--- src/rtl/mac_sequencer.sv ---
// -----------------------------------------------------------------------------
// mac_sequencer
//
// Runs one dot product per accepted start request on the SRC datapath MAC:
// coefficients are read from ascending addresses, samples from a circular
// buffer walked downwards from the newest sample. After the last product the
// MAC pipeline is flushed, the quantised result and residue words are read back
// through the MAC output mux, latched, and presented with a one-cycle valid.
//
// Ports
//   clk, rst             clock (rising edge), asynchronous active-high reset
//   start, abort         job request / synchronous cancel of a running job
//   ntaps                product count (clamped to 2^COEF_AW), sampled at accept
//   coef_base, smp_base  first coefficient / newest sample address
//   init_val             accumulator preload value
//   busy                 high in every state except IDLE
//   coef_rd_en/addr      coefficient RAM read port (data one cycle later)
//   smp_rd_en/addr       sample RAM read port (data one cycle later)
//   mac_*                MAC control, operands and readback
//   result, err, ovr     latched result, residue and sticky overflow
//   result_valid         one-cycle pulse when result/err/ovr are fresh
// -----------------------------------------------------------------------------
module mac_sequencer #(
    parameter int DATA_WIDTH = 32,
    parameter int COEF_AW    = 8,
    parameter int SMP_AW     = 8,
    parameter int TAPS_W     = 9,
    parameter int MAC_LAT    = 3
) (
    input  logic                  clk,
    input  logic                  rst,
    input  logic                  start,
    input  logic                  abort,
    input  logic [TAPS_W-1:0]     ntaps,
    input  logic [COEF_AW-1:0]    coef_base,
    input  logic [SMP_AW-1:0]     smp_base,
    input  logic [DATA_WIDTH-1:0] init_val,
    output logic                  busy,
    output logic                  coef_rd_en,
    output logic [COEF_AW-1:0]    coef_addr,
    input  logic [DATA_WIDTH-1:0] coef_rdata,
    output logic                  smp_rd_en,
    output logic [SMP_AW-1:0]     smp_addr,
    input  logic [DATA_WIDTH-1:0] smp_rdata,
    output logic                  mac_cen,
    output logic                  mac_init,
    output logic                  mac_load,
    output logic                  mac_res_err,
    output logic [DATA_WIDTH-1:0] mac_op1,
    output logic [DATA_WIDTH-1:0] mac_op2,
    input  logic [DATA_WIDTH-1:0] mac_out_res,
    input  logic                  mac_acc_ovr,
    output logic [DATA_WIDTH-1:0] result,
    output logic [DATA_WIDTH-1:0] err,
    output logic                  ovr,
    output logic                  result_valid
);

    // state  | meaning
    // IDLE   | waiting for start; all strobes low
    // INIT   | preload accumulator with init_val, issue read 0
    // FEED   | one product per cycle from the previous cycle's read data
    // FLUSH  | MAC_LAT zero-operand cycles to drain the MAC pipeline
    // LOAD   | MAC latches its quantised result/residue
    // RES    | read result word through the MAC output mux
    // ERR    | read residue word through the MAC output mux
    // DONE   | result_valid pulse, back to IDLE

    localparam int unsigned MAX_TAPS = 1 << COEF_AW;
    localparam int          CNT_W    = COEF_AW + 1;
    localparam int          FL_W     = (MAC_LAT > 1) ? $clog2(MAC_LAT) : 1;

    typedef enum logic [2:0] {
        S_IDLE,
        S_INIT,
        S_FEED,
        S_FLUSH,
        S_LOAD,
        S_RES,
        S_ERR,
        S_DONE
    } state_t;

    state_t                  state;
    logic [CNT_W-1:0]        ntaps_clamped;
    logic [CNT_W-1:0]        feed_cnt;
    logic [FL_W-1:0]         flush_cnt;
    logic [DATA_WIDTH-1:0]   init_q;
    logic                    busy_q;
    logic                    coef_rd_q;
    logic                    smp_rd_q;
    logic                    cen_q;
    logic                    init_s_q;
    logic                    load_q;
    logic                    res_err_q;
    logic                    valid_q;
    logic [COEF_AW-1:0]      coef_addr_q;
    logic [SMP_AW-1:0]       smp_addr_q;
    logic [DATA_WIDTH-1:0]   result_q;
    logic [DATA_WIDTH-1:0]   err_q;
    logic                    ovr_q;

    always_comb begin
        if (32'(ntaps) > MAX_TAPS) begin
            ntaps_clamped = CNT_W'(MAX_TAPS);
        end else begin
            ntaps_clamped = CNT_W'(ntaps);
        end
    end

    // feed_cnt counts FEED cycles still to run, including the current one.
    // The read for the next product is issued while more than one product
    // remains after the current one; addresses only step when a read issues,
    // so coef_addr/smp_addr always show base +/- k for read k.
    always_ff @(posedge clk or posedge rst) begin
        if (rst) begin
            state       <= S_IDLE;
            feed_cnt    <= '0;
            flush_cnt   <= '0;
            init_q      <= '0;
            busy_q      <= 1'b0;
            coef_rd_q   <= 1'b0;
            smp_rd_q    <= 1'b0;
            cen_q       <= 1'b0;
            init_s_q    <= 1'b0;
            load_q      <= 1'b0;
            res_err_q   <= 1'b0;
            valid_q     <= 1'b0;
            coef_addr_q <= '0;
            smp_addr_q  <= '0;
            result_q    <= '0;
            err_q       <= '0;
            ovr_q       <= 1'b0;
        end else if (state != S_IDLE && abort) begin
            state     <= S_IDLE;
            busy_q    <= 1'b0;
            coef_rd_q <= 1'b0;
            smp_rd_q  <= 1'b0;
            cen_q     <= 1'b0;
            init_s_q  <= 1'b0;
            load_q    <= 1'b0;
            res_err_q <= 1'b0;
            valid_q   <= 1'b0;
        end else begin
            case (state)
                S_IDLE: begin
                    if (start) begin
                        state       <= S_INIT;
                        busy_q      <= 1'b1;
                        cen_q       <= 1'b1;
                        init_s_q    <= 1'b1;
                        init_q      <= init_val;
                        ovr_q       <= 1'b0;
                        feed_cnt    <= ntaps_clamped;
                        coef_addr_q <= coef_base;
                        smp_addr_q  <= smp_base;
                        coef_rd_q   <= (ntaps_clamped != '0);
                        smp_rd_q    <= (ntaps_clamped != '0);
                    end
                end

                S_INIT: begin
                    init_s_q <= 1'b0;
                    if (feed_cnt != '0) begin
                        state <= S_FEED;
                        if (feed_cnt > CNT_W'(1)) begin
                            coef_rd_q   <= 1'b1;
                            smp_rd_q    <= 1'b1;
                            coef_addr_q <= coef_addr_q + COEF_AW'(1);
                            smp_addr_q  <= smp_addr_q - SMP_AW'(1);
                        end else begin
                            coef_rd_q <= 1'b0;
                            smp_rd_q  <= 1'b0;
                        end
                    end else begin
                        state     <= S_FLUSH;
                        flush_cnt <= FL_W'(MAC_LAT - 1);
                    end
                end

                S_FEED: begin
                    if (mac_acc_ovr) begin
                        ovr_q <= 1'b1;
                    end
                    if (feed_cnt == CNT_W'(1)) begin
                        state     <= S_FLUSH;
                        flush_cnt <= FL_W'(MAC_LAT - 1);
                        coef_rd_q <= 1'b0;
                        smp_rd_q  <= 1'b0;
                    end else begin
                        feed_cnt <= feed_cnt - CNT_W'(1);
                        if (feed_cnt > CNT_W'(2)) begin
                            coef_rd_q   <= 1'b1;
                            smp_rd_q    <= 1'b1;
                            coef_addr_q <= coef_addr_q + COEF_AW'(1);
                            smp_addr_q  <= smp_addr_q - SMP_AW'(1);
                        end else begin
                            coef_rd_q <= 1'b0;
                            smp_rd_q  <= 1'b0;
                        end
                    end
                end

                S_FLUSH: begin
                    if (mac_acc_ovr) begin
                        ovr_q <= 1'b1;
                    end
                    if (flush_cnt == '0) begin
                        state  <= S_LOAD;
                        load_q <= 1'b1;
                    end else begin
                        flush_cnt <= flush_cnt - FL_W'(1);
                    end
                end

                S_LOAD: begin
                    if (mac_acc_ovr) begin
                        ovr_q <= 1'b1;
                    end
                    state     <= S_RES;
                    cen_q     <= 1'b0;
                    load_q    <= 1'b0;
                    res_err_q <= 1'b1;
                end

                S_RES: begin
                    state     <= S_ERR;
                    res_err_q <= 1'b0;
                    result_q  <= mac_out_res;
                end

                S_ERR: begin
                    state   <= S_DONE;
                    err_q   <= mac_out_res;
                    valid_q <= 1'b1;
                end

                S_DONE: begin
                    state   <= S_IDLE;
                    busy_q  <= 1'b0;
                    valid_q <= 1'b0;
                end

                default: begin
                    state <= S_IDLE;
                end
            endcase
        end
    end

    // An abort silences every strobe in the very cycle it is raised; the
    // registered strobes are already low in IDLE, so gating there is harmless.
    assign busy         = busy_q;
    assign coef_rd_en   = coef_rd_q & ~abort;
    assign smp_rd_en    = smp_rd_q & ~abort;
    assign coef_addr    = coef_addr_q;
    assign smp_addr     = smp_addr_q;
    assign mac_cen      = cen_q & ~abort;
    assign mac_init     = init_s_q & ~abort;
    assign mac_load     = load_q & ~abort;
    assign mac_res_err  = res_err_q & ~abort;
    assign result_valid = valid_q & ~abort;
    assign result       = result_q;
    assign err          = err_q;
    assign ovr          = ovr_q;

    // RAM data arrives one cycle after the read strobe, so during FEED the
    // operands pass straight from the RAM read ports to the MAC.
    assign mac_op1 = (state == S_FEED) ? coef_rdata : '0;
    assign mac_op2 = (state == S_FEED) ? smp_rdata :
                     (state == S_INIT) ? init_q    : '0;

endmodule

--- config.mk ---
export PLATFORM = sky130hd
export DESIGN_NAME = mac_sequencer
export DESIGN_NICKNAME = d
export VERILOG_FILES = /design/src/rtl/mac_sequencer.sv
export SDC_FILE = /design/constraint.sdc
export NUM_CORES = 1
export LEC_CHECK = 0
export ABC_CLOCK_PERIOD_IN_PS = 7250
export CORE_MARGIN = 5
export CORE_UTILIZATION = 45
export DETAILED_ROUTE_END_ITERATION = 8
export GPL_ROUTABILITY_DRIVEN = 0
export PLACE_DENSITY = 0.91
export SYNTH_ARGS = -nofsm -noshare
export SYNTH_HDL_FRONTEND = slang
export SYNTH_SLANG_ARGS = --single-unit
--- constraint.sdc ---
create_clock -name clk -period 7.25 [get_ports clk]
set_clock_uncertainty 0.2 [all_clocks]
set_input_delay 1.45 -clock clk [delete_from_list [all_inputs] [get_ports clk]]
set_output_delay 1.45 -clock clk [all_outputs]
set_load 0.03 [all_outputs]
==> Yosys cells after proc, flatten, opt, wreduce, memory -nomap -nowiden <==
Index checks and enable logic that the tools add are counted.
{ "word_totals": {"regBits": 134, "input_bits": 158} }
{ "op_classes": {"eq_ne": 21, "muxes": 53, "bitwise_logic": 8, "order_cmp": 3, "reduce_logical": 31, "addsub": 4} }
{ "op_table": {"columns": ["operator", "count"], "rows": [
  ["32-bit 2-to-1 mux", 3],
  ["8-bit 2-to-1 mux", 10],
  ["8-bit case mux with 3 select lines", 2],
  ["9-bit 2-to-1 mux", 3],
  ["3-bit nonzero test", 9],
  ["3-bit case mux with 8 select lines", 1],
  ["9-bit case mux with 2 select lines", 1],
  ["9-bit nonzero test", 2],
  ["1-bit 2-to-1 mux", 17],
  ["2-bit != test, second input constant", 8],
  ["1-bit case mux with 2 select lines", 7],
  ["3-bit equality test, second input constant", 4],
  ["3-bit 2-to-1 mux", 4],
  ["3-bit != test, second input constant", 4],
  ["2-bit AND reduction", 6],
  ["9-bit by 1-bit equality test with 1-bit output, second input constant", 1],
  ["9-bit by 1-bit greater-than comparator with 1-bit output, second input constant", 1],
  ["9-bit by 2-bit greater-than comparator with 1-bit output, second input constant", 1],
  ["9-bit greater-than comparator, second input constant", 1],
  ["3-bit AND reduction", 3],
  ["9-bit by 1-bit subtractor with 9-bit output, second input constant", 1],
  ["8-bit by 1-bit adder with 8-bit output, second input constant", 1],
  ["4-bit AND reduction", 2],
  ["8-bit by 1-bit subtractor with 8-bit output, second input constant", 1],
  ["17 further kinds", 27]
]} }

==> Depth between registers and ports, before layout <==
{ "logic_depth": {"ltp_word": 6, "ltp_mapped": 8, "depth_no_buf": 7} }

==> Least setup slack after synthesis <==
Ideal clock, no wire load.
{ "synth_path": {"path_kind": "input to output", "start": "input abort", "end": "output smp_rd_en", "stages": 4, "path_slack_ps": 2977, "required_time_ps": 5600, "arrival_time_ps": 2623, "path_buffers": 3, "cell_sequence": "clkbuf_1 -> clkbuf_1 -> nor2b_1 -> buf_4"} }
{ "synth_between": {"elab_chain_cells": 2} }
{ "synth_lines": {"columns": ["item", "line", "source"], "rows": [
  ["start, declared", "33", "input logic abort,"],
  ["1-bit NOT", null, null],
  ["1-bit bitwise AND", "255", "assign smp_rd_en = smp_rd_q & ~abort;"],
  ["end, declared", "42", "output logic smp_rd_en,"]
]} }
No other way between the ends.

==> Worst setup path in the final report <==
{ "layout_path": {"start": "input abort", "end": "output coef_rd_en"} }
{ "layout_between": {"elab_chain_cells": 2} }
{ "layout_lines": {"columns": ["item", "line", "source"], "rows": [
  ["1-bit NOT", "254", "assign coef_rd_en = coef_rd_q & ~abort;"],
  ["1-bit bitwise AND", null, null],
  ["end, declared", "39", "output logic coef_rd_en,"]
]} }
No other way between the ends.

==> reports/metrics.cfg <==
[floorplanning]
die_x_um = 131
die_h_um = 131
start_util = 0.458
fp.dieArea_sq_mm = 0.0173
core_area_sq_mm = 0.0145
ioPinCount = 311
rows = 44

[power_and_ir_drop]
power_frac_clock = 0.224
seqPwrFrac = 0.292
p_comb_frac = 0.484
p_leak_nw = 4.57
p_int_w = 0.00241
power_switching_w = 0.00171
powerDensity_mw_per_mm2 = 393
swShare = 0.415
vdd.ir_drop.worst_mv = 0.272

[place]
port-buffer-count = 310
dp_hpwl_um = 15200
place_inst = 1113

[cts]
post_cts_resized = 0
clkTransAtPathRegs_ns = 0.06
cts-buffers-inserted = 17
cts_buffer_depth = 2
cts_setup_buffers = 0
cts_tree = built
root_buffer = clkbuf_16
ctsHoldBuffers = 0
clock_sinks = 134
h-tree-depth = 4
insertion_delay_ns = 0.42

[setup_path]
required_ns = 5.60
worstPathMaxFanout = 20
cpMaxStageDelayCell = clkdlybuf4s50_1
critPathMaxStageDelay_ns = 0.92
arrival_ns = 3.54
cp_cell_sequence = clkdlybuf4s50_1 -> nor2b_1 -> clkdlybuf4s50_1
r2r_start = state[2]$_DFFE_PP0P_
cp-start-kind = primary input
crit_top_cell = clkdlybuf4s50_1
crit_type = primary input to output port
startpoint = abort
cp-end-kind = output port
ff2ff_setup_slack_ns = 4.12

[timing]
relSlewSlack = 0.336
hold_viol = 0
slew_viol_final = 0
fin_crit_sh = 0.716
rsz0062_at_grt = no
setup-violations-final = 0
tns_ns = 0
tightestPinTransition_ns = 0.996
period_needed_ns = 5.19
fmax_mhz = 193

[synthesis]
synth_fa_ha_area_frac = 0.0132
synthCells = 656
syn_area_sq_mm = 0.00664
postSynthAreaPerCell_sq_um = 10.1
synth-seq-cells = 134
yosys.area.top_type = dfrtp_1
synth_xor_area_frac = 0.00132
synth_top_family_by_area = simple AND/OR/NAND/NOR gates
synth_nets = 821
synth.mux.area_fraction = 0.112
yosysWarningCount = 0
netlist.area_leader.share = 0.505
netlist_top_cells_area = dfrtp_1, mux2_2, nand2_1
synth_edf_count = 0
synthArstFlopShare = 1.00
synth_cell_types = 62
synth_flop_cell = dfrtp_1
yosys.area_share.simple = 0.183
synth_compound_area_frac = 0.147
seq_area_frac_synth = 0.505

[finish]
area_growth_pct = 57.8
final_cells = 1145
num_antenna_cells = 0
final_util = 0.723
drive_above_1_share = 0.127
nets = 1113

[route]
routed_wl_um = 21100
first_iter_violations = 361
ant_nets = 0
via_count = 6126
routed_via_density = 5.35
dr.pass1.iters = 5
wl_per_cell_um = 18.4
drc = 0

[run]
maxCapViolCount = 0

[min_path]
hp-start = valid_q$_DFFE_PP0P_
hold_path_class = flip-flop to flip-flop

[global_routing]
grt_pass1_wl_um = 33900
grt_pass1_vias = 6384
grt_max_degree = 78
track_usage = 0.240
antenna_found_initial = 0
grt_overflow = 0

[run_status]
status = finished clean

## placed cells by master, fill, tap and decap left out, types with 3 or more instances in the layout
| cell type | instances |
|---|---|
| a22o_1 | 34 |
| nor3_1 | 7 |
| clkdlybuf4s50_1 | 310 |
| o21ai_2 | 4 |
| inv_1 | 12 |
| dfrtp_1 | 134 |
| or3_1 | 3 |
| mux2_2 | 65 |
| a41oi_1 | 7 |
| o2111ai_1 | 3 |
| nand3_1 | 10 |
| a21o_1 | 3 |
| inv_6 | 5 |
| a31oi_1 | 6 |
| nand4_1 | 6 |
| bufinv_16 | 4 |
| nand2b_1 | 4 |
| o2bb2ai_1 | 3 |
| nor2b_1 | 7 |
| clkbuf_16 | 17 |
| ha_1 | 7 |
| nor4_1 | 4 |
| and2_1 | 35 |
| o21ai_0 | 31 |
| a21oi_1 | 28 |
| nand2_1 | 122 |
| nor2_1 | 30 |
| buf_4 | 7 |
## cell families (layout without fill, tap and decap cells)
kind of cell    after synthesis  in the layout
compound gates              139            139
xor+xnor                      1              1
fa+ha+maj                     7              7
buf+inv                      58            363
flops                       134            134
mux                          66             66
simple gates                251            251
## per-layer routing
layer | wire length [um] | vias to the layer above | global-route usage | share of wire
li1 | - | 2892 | - | -
met1 | 8450 | 2966 | 0.295 | 0.40
met2 | 10500 | 223 | 0.395 | 0.50
met3 | 1550 | 45 | 0.0826 | 0.073
met4 | 598 | 0 | 0.0846 | 0.028
met5 | 0 | - | 0 | 0
## metrics by stage
stage               instance area (sq um)  total power (W)  setup slack, ns  hold WS, ns
global route                        10500          0.00434             1.96        0.298
finish                              10500          0.00411             2.06        0.273
CTS                                 10500          0.00414             2.04        0.275
detailed placement                   9850          0.00319             2.04        0.262
floorplan                            6640          0.00243             2.02        0.240
global placement                     9850          0.00314             2.12        0.253
## registers in the layout (all words and copies together) (netlist names)
signal and count:
err 32, init_q 32, result 32, feed_cnt 9
coef_addr 8, smp_addr 8, state 3, flush_cnt 2
busy 1, cen_q 1, init_s_q 1, load_q 1
ovr 1, res_err_q 1, smp_rd_q 1, valid_q 1
## worst max-delay path, delay by kind of cell
| kind | cells | cell delay (ns) |
|---|---|---|
| buffers and inverters | 2 | 1.66 |
| AND/OR/NAND/NOR | 1 | 0.42 |
## Yosys cell counts (all sizes together) (10+ instances only)
cell and number:
inv 14, a22o 34, o21ai 35, nand2 123, mux2 65, nor2 32
clkbuf 25, nand3 10, dfrtp 134, buf 19, a21oi 28, nor3 10
and2 35
## power by group through the flow
stage / Clock [W] / Sequential [W] / Combinational [W]
finish: 0.000921 / 0.00120 / 0.00199
floorplan: 0 / 0.00136 / 0.00107
CTS: 0.000938 / 0.00120 / 0.00200
detailed placement: 0 / 0.00121 / 0.00199
global placement: 0 / 0.00120 / 0.00195
global route: 0.000975 / 0.00124 / 0.00213
## path summary, 6_finish.rpt
path                                            to  depth (start not counted)
min reg2reg                    valid_q$_DFFE_PP0P_                          1
min                            valid_q$_DFFE_PP0P_                          1
max                                     coef_rd_en                          3
max in group asynchronous  smp_addr[3]$_DFFE_PP0P_                          3
min in group asynchronous   init_q[15]$_DFFE_PP0P_                          2
max reg2reg                smp_addr[1]$_DFFE_PP0P_                          5
## layout make-up
type / count / area, sq um
clock buffer: 19 / 433
clock inverter: 13 / 194
fill: 1058 / 4010
inverter: 14 / 55.1
multi-input combinational: 464 / 3050
sequential: 134 / 3350
tap: 184 / 230
timing repair buffer: 317 / 3160
(Power assumes the default switching activity.)
